### config.mk
export PLATFORM = sky130hd
export DESIGN_NAME = qpsk_symbol_upsampler
export DESIGN_NICKNAME = d
export VERILOG_FILES = /design/src/rtl/qpsk_symbol_upsampler.sv
export SDC_FILE = /design/constraint.sdc
export NUM_CORES = 1
export LEC_CHECK = 0
export ABC_AREA = 1
export CORE_ASPECT_RATIO = 1.75
export CORE_UTILIZATION = 45
export DETAILED_ROUTE_END_ITERATION = 10
export DONT_BUFFER_PORTS = 1
export PLACE_DENSITY = 0.7
export SYNTH_ARGS = -nofsm -noshare
export SYNTH_HDL_FRONTEND = slang
export SYNTH_SLANG_ARGS = --single-unit
### constraint.sdc
create_clock -name clk -period 4.15 [get_ports clk]
set_input_delay 0.415 -clock clk [delete_from_list [all_inputs] [get_ports clk]]
set_output_delay 0.415 -clock clk [all_outputs]
set_load 0.01 [all_outputs]
### src/rtl/qpsk_symbol_upsampler.sv
`default_nettype none
// ============================================================================
// qpsk_symbol_upsampler : repeats or zero-stuffs each QPSK symbol SPS times
// onto an AXI-Stream DAC sample stream.            Revision: 1.0
// ============================================================================
module qpsk_symbol_upsampler #(
  parameter int SPS = 4
) (
  input  logic        clk,
  input  logic        reset,
  input  logic [31:0] axis_in_tdata,
  input  logic        axis_in_tvalid,
  input  logic        axis_in_tlast,
  output logic        axis_in_tready,
  output logic [31:0] axis_out_tdata,
  output logic        axis_out_tvalid,
  output logic        axis_out_tlast,
  input  logic        axis_out_tready,
  input  logic        cfg_zero_stuff,
  output logic [15:0] underflow_cnt
);

  localparam logic [3:0] LAST_PHASE = 4'(SPS - 1);

  typedef enum logic [1:0] {
    IDLE = 2'd0,
    RUN  = 2'd1,
    FILL = 2'd2
  } state_t;

  state_t      state;
  logic [3:0]  phase;
  logic [31:0] sym;
  logic        sym_last;
  logic        sym_zs;

  logic [31:0] fifo_data [2];
  logic [1:0]  fifo_last;
  logic        wr_ptr;
  logic        rd_ptr;
  logic [1:0]  fifo_count;

  logic        fifo_empty;
  logic        push;
  logic        pop;
  logic        out_upd;
  logic [31:0] head_data;
  logic        head_last;

  assign fifo_empty     = (fifo_count == 2'd0);
  assign axis_in_tready = (fifo_count < 2'd2);
  assign push           = axis_in_tvalid && axis_in_tready;
  assign head_data      = fifo_data[rd_ptr];
  assign head_last      = fifo_last[rd_ptr];
  assign out_upd        = !axis_out_tvalid || axis_out_tready;

  // A symbol leaves the FIFO only when the output register is free to take
  // its phase-0 beat, so pop and load always coincide.
  always_comb begin
    pop = 1'b0;
    if (out_upd && !fifo_empty) begin
      case (state)
        IDLE:    pop = 1'b1;
        FILL:    pop = 1'b1;
        RUN:     pop = (phase == LAST_PHASE);
        default: pop = 1'b0;
      endcase
    end
  end

  always_ff @(posedge clk) begin
    if (push) begin
      fifo_data[wr_ptr] <= axis_in_tdata;
      fifo_last[wr_ptr] <= axis_in_tlast;
    end
  end

  always_ff @(posedge clk or posedge reset) begin
    if (reset) begin
      wr_ptr     <= 1'b0;
      rd_ptr     <= 1'b0;
      fifo_count <= 2'd0;
    end else begin
      if (push) wr_ptr <= ~wr_ptr;
      if (pop)  rd_ptr <= ~rd_ptr;
      case ({push, pop})
        2'b10:   fifo_count <= fifo_count + 2'd1;
        2'b01:   fifo_count <= fifo_count - 2'd1;
        default: fifo_count <= fifo_count;
      endcase
    end
  end

  always_ff @(posedge clk or posedge reset) begin
    if (reset) begin
      state           <= IDLE;
      phase           <= 4'd0;
      sym             <= 32'd0;
      sym_last        <= 1'b0;
      sym_zs          <= 1'b0;
      axis_out_tdata  <= 32'd0;
      axis_out_tvalid <= 1'b0;
      axis_out_tlast  <= 1'b0;
      underflow_cnt   <= 16'd0;
    end else if (out_upd) begin
      if (pop) begin
        // SPS >= 2, so phase 0 is never the tlast beat
        state           <= RUN;
        phase           <= 4'd0;
        sym             <= head_data;
        sym_last        <= head_last;
        sym_zs          <= cfg_zero_stuff;
        axis_out_tdata  <= head_data;
        axis_out_tvalid <= 1'b1;
        axis_out_tlast  <= 1'b0;
      end else begin
        case (state)
          IDLE: begin
            axis_out_tdata  <= 32'd0;
            axis_out_tvalid <= 1'b0;
            axis_out_tlast  <= 1'b0;
          end
          RUN: begin
            if (phase == LAST_PHASE) begin
              phase          <= 4'd0;
              axis_out_tdata <= 32'd0;
              axis_out_tlast <= 1'b0;
              if (sym_last) begin
                state           <= IDLE;
                axis_out_tvalid <= 1'b0;
              end else begin
                state           <= FILL;
                axis_out_tvalid <= 1'b1;
                if (underflow_cnt != 16'hFFFF)
                  underflow_cnt <= underflow_cnt + 16'd1;
              end
            end else begin
              phase           <= phase + 4'd1;
              axis_out_tdata  <= sym_zs ? 32'd0 : sym;
              axis_out_tvalid <= 1'b1;
              axis_out_tlast  <= sym_last && (phase + 4'd1 == LAST_PHASE);
            end
          end
          FILL: begin
            axis_out_tdata  <= 32'd0;
            axis_out_tvalid <= 1'b1;
            axis_out_tlast  <= 1'b0;
          end
          default: begin
            state           <= IDLE;
            phase           <= 4'd0;
            axis_out_tdata  <= 32'd0;
            axis_out_tvalid <= 1'b0;
            axis_out_tlast  <= 1'b0;
          end
        endcase
      end
    end
  end

endmodule
`default_nettype wire

==> results.yml <==
run_status:
  status: "complete, but fails checks"
  violations: "negative hold slack"
timing:
  grt_setup_unrepaired: "no"
  hold_violations: 2
  setup_viol: 0
  tightest_slew_ns: 1.15
  min_period_over_period: 0.577
  report.final.slew_viol_count: 0
  relSlewSlack: 0.233
  timing.setup.tns_ns: 0
  hold_slack_ns: -0.0114
  finClkSkew_ns: 0.0187
  max_freq_ghz: 0.418
  min_period_ns: 2.39
route:
  wl_um: 15300
  wl_per_cell_um: 16.2
  drt_pass1_iterations: 5
  highest_layer: "met4"
  wl_met3_um: 747
  routed_via_density: 5.26
  drcViolationCount: 0
  wl_met1_um: 5430
  wl_met2_um: 8570
  vias: 4968
  drtIter0Drc: 308
  ant_nets: 0
setup_path:
  critPathCapture: "fifo_count[1]$_DFFE_PP0P_"
  worst_ep_required_time_ns: 4.46
  start_kind: "flop"
  worstRegToRegCells: 10
  crit_fanout: 46
  worstReg2RegStart: "state[0]$_DFFE_PP0P_"
  crit_type: "flop to flop"
  cp-startpoint: "state[0]$_DFFE_PP0P_"
  crit_path_end_kind: "flop"
  r2r_slack_ns: 1.76
  crit_arrival_ns: 2.71
  r2r_end: "fifo_count[1]$_DFFE_PP0P_"
logic_synthesis:
  synth_top_family_by_area: "simple AND/OR/NAND/NOR gates"
  synthSimpleGateAreaFrac: 0.266
  synth.area.mux_share: 0
  synth_warnings: 0
  synth-xor-area-share: 0.0162
  synth_compound_area_frac: 0.0304
  ys_seq_elements: 160
  yosysSeqAreaShare: 0.617
  synthAdderAreaFrac: 0.0142
  synth_fp_nets: 800
  syn_area_um2: 7030
  ys_types: 28
  synth_cells: 754
  syn_avg_cell_area_um2: 9.32
die:
  rows: 60
  dieHeight_um: 167
  die_x_um: 96.5
  die_area_um2: 16100
  initial_core_util: 0.459
  core_um2: 15300
  ioPinCount: 89
hold_path:
  hold_path.class: "input port to asynchronous set/reset pin"
grt:
  track_usage: 0.207
  grt_max_degree: 64
  antenna_found_initial: 1
  grt_pass1_vias: 5033
  grt_overflow: 0
  grt_pass1_wl_um: 24700
power:
  p_leak_uw: 0.00353
  vdd_drop_max_uv: 395
  p_total_uw: 5560
  powerDensity_nw_per_um2: 717
cts:
  clockBufferDepth: 2
  cts_made_buffers: 17
  root_buffer: "clkbuf_16"
  cts_tree: "yes"
  numClockSinks: 160
  cts.htree.levels: 4
  cts_hold_buf: 0
  cts_repair_resize_count: 0
  clk_pin_slew_ns: 0.07
  worstSkewPairLatency_ns: 0.43
  cts_setup_buffers: 0
cells_and_area:
  multiInputGateArea_um2: 2310
  final_cells: 945
  layout_common_cells: "265 x nand2_1, 94 x dfrtp_1, 66 x edfxtp_1"
  area_growth_syn_to_layout_pct: 10.3
  nFillCells: 1443
  postLayoutCoreUtil: 0.506
  final_nets: 791
  seq_area_um2: 4330
  drive_gt1_frac: 0.0752
  layout_commonest_cell: "nand2_1"
place:
  gp_congestion: 0.773
  dp_cells: 912
  dpl.hpwl_um: 10200
  port-buffer-count: 0
run:
  cap_viol_max_count: 0
## registers in the layout (all words and copies together), names as in the netlist
register / count
fifo_data: 64
axis_out_tdata: 32
sym: 32
underflow_cnt: 16
phase: 4
fifo_count: 2
fifo_last: 2
state: 2
axis_out_tlast: 1
axis_out_tvalid: 1
rd_ptr: 1
sym_last: 1
sym_zs: 1
wr_ptr: 1
## critical path, cell delays in order, from the launching register on
cell	delay, ns
dfrtp_1	0.39
inv_1	0.08
ha_1	0.19
nor2_1	0.17
nand2_2	0.11
nand2_4	0.40
inv_2	0.18
ha_1	0.35
a21oi_1	0.12
o21ai_0	0.12
xor2_1	0.15
## Yosys cell counts, drive strengths merged
| library cell | count | area share |
|---|---|---|
| nand3 | 65 | 0.047 |
| nor2 | 62 | 0.037 |
| xor2 | 6 | 0.0075 |
| buf | 13 | 0.012 |
| o21ai | 38 | 0.027 |
| inv | 60 | 0.032 |
| nor3 | 2 | 0.0014 |
| edfxtp | 66 | 0.28 |
| and2 | 2 | 0.0018 |
| nand3b | 1 | 0.0011 |
| dfrtp | 94 | 0.33 |
| clkinv | 1 | 0.00053 |
| clkbuf | 21 | 0.011 |
| ha | 8 | 0.014 |
| xnor2 | 7 | 0.0087 |
| nand4 | 35 | 0.031 |
| a21oi | 4 | 0.0034 |
| nand2 | 269 | 0.15 |
## logic make-up (layout without fill, tap and decap cells)
| family | count (synthesis) | count (layout) |
|---|---|---|
| AOI/OAI and AO/OA | 42 | 42 |
| DFF | 160 | 160 |
| adders and majority gates | 8 | 8 |
| xor gates and xnor gates | 13 | 13 |
| and+or+nand+nor | 436 | 436 |
| other | 0 | 1 |
| buffers and inverters | 95 | 99 |
## final cells by class
cell class	count	share of cell area
Clock inverter	15	0.0215
Tap cell	186	0.0300
Multi-Input combinational cell	499	0.299
Clock buffer	17	0.0549
Antenna cell	1	0.000323
Sequential cell	160	0.559
Timing Repair Buffer	6	0.00581
Inverter	61	0.0299
## how the worst min path moves through the flow
stage	from	end	slack (ns)	cells past startpoint
after detailed placement	sym[22]$_DFFE_PP0P_	sym[22]$_DFFE_PP0P_	0.48	2
after floorplan	sym[22]$_DFFE_PP0P_	sym[22]$_DFFE_PP0P_	0.45	2
after CTS	reset	wr_ptr$_DFFE_PP0P_	0.03	1
after global routing	reset	wr_ptr$_DFFE_PP0P_	0.06	1
after global placement	reset	axis_out_tdata[5]$_DFFE_PP0P_	0.48	1
final	reset	wr_ptr$_DFFE_PP0P_	-0.01	1
## report_power, final
part / total [uW] / internal, uW / leakage, uW / switching (uW)
Sequential: 2410 / 2120 / 0.00182 / 293
Clock: 1560 / 859 / 0.000294 / 699
Combinational: 1590 / 449 / 0.00142 / 1140
## layer usage
layer | vias to the layer above | track usage
li1 | 2444 | -
met1 | 2358 | 0.223
met2 | 134 | 0.359
met3 | 32 | 0.0531
met4 | 0 | 0.109
met5 | - | 0
## metrics by stage
step / instance area [um^2] / setup slack (ns)
floorplan: 7030 / 1.29
global placement: 7160 / 1.82
detailed placement: 7160 / 1.74
CTS: 7750 / 1.74
global route: 7750 / 1.50
finish: 7750 / 1.76
(Power assumes the default switching activity.)
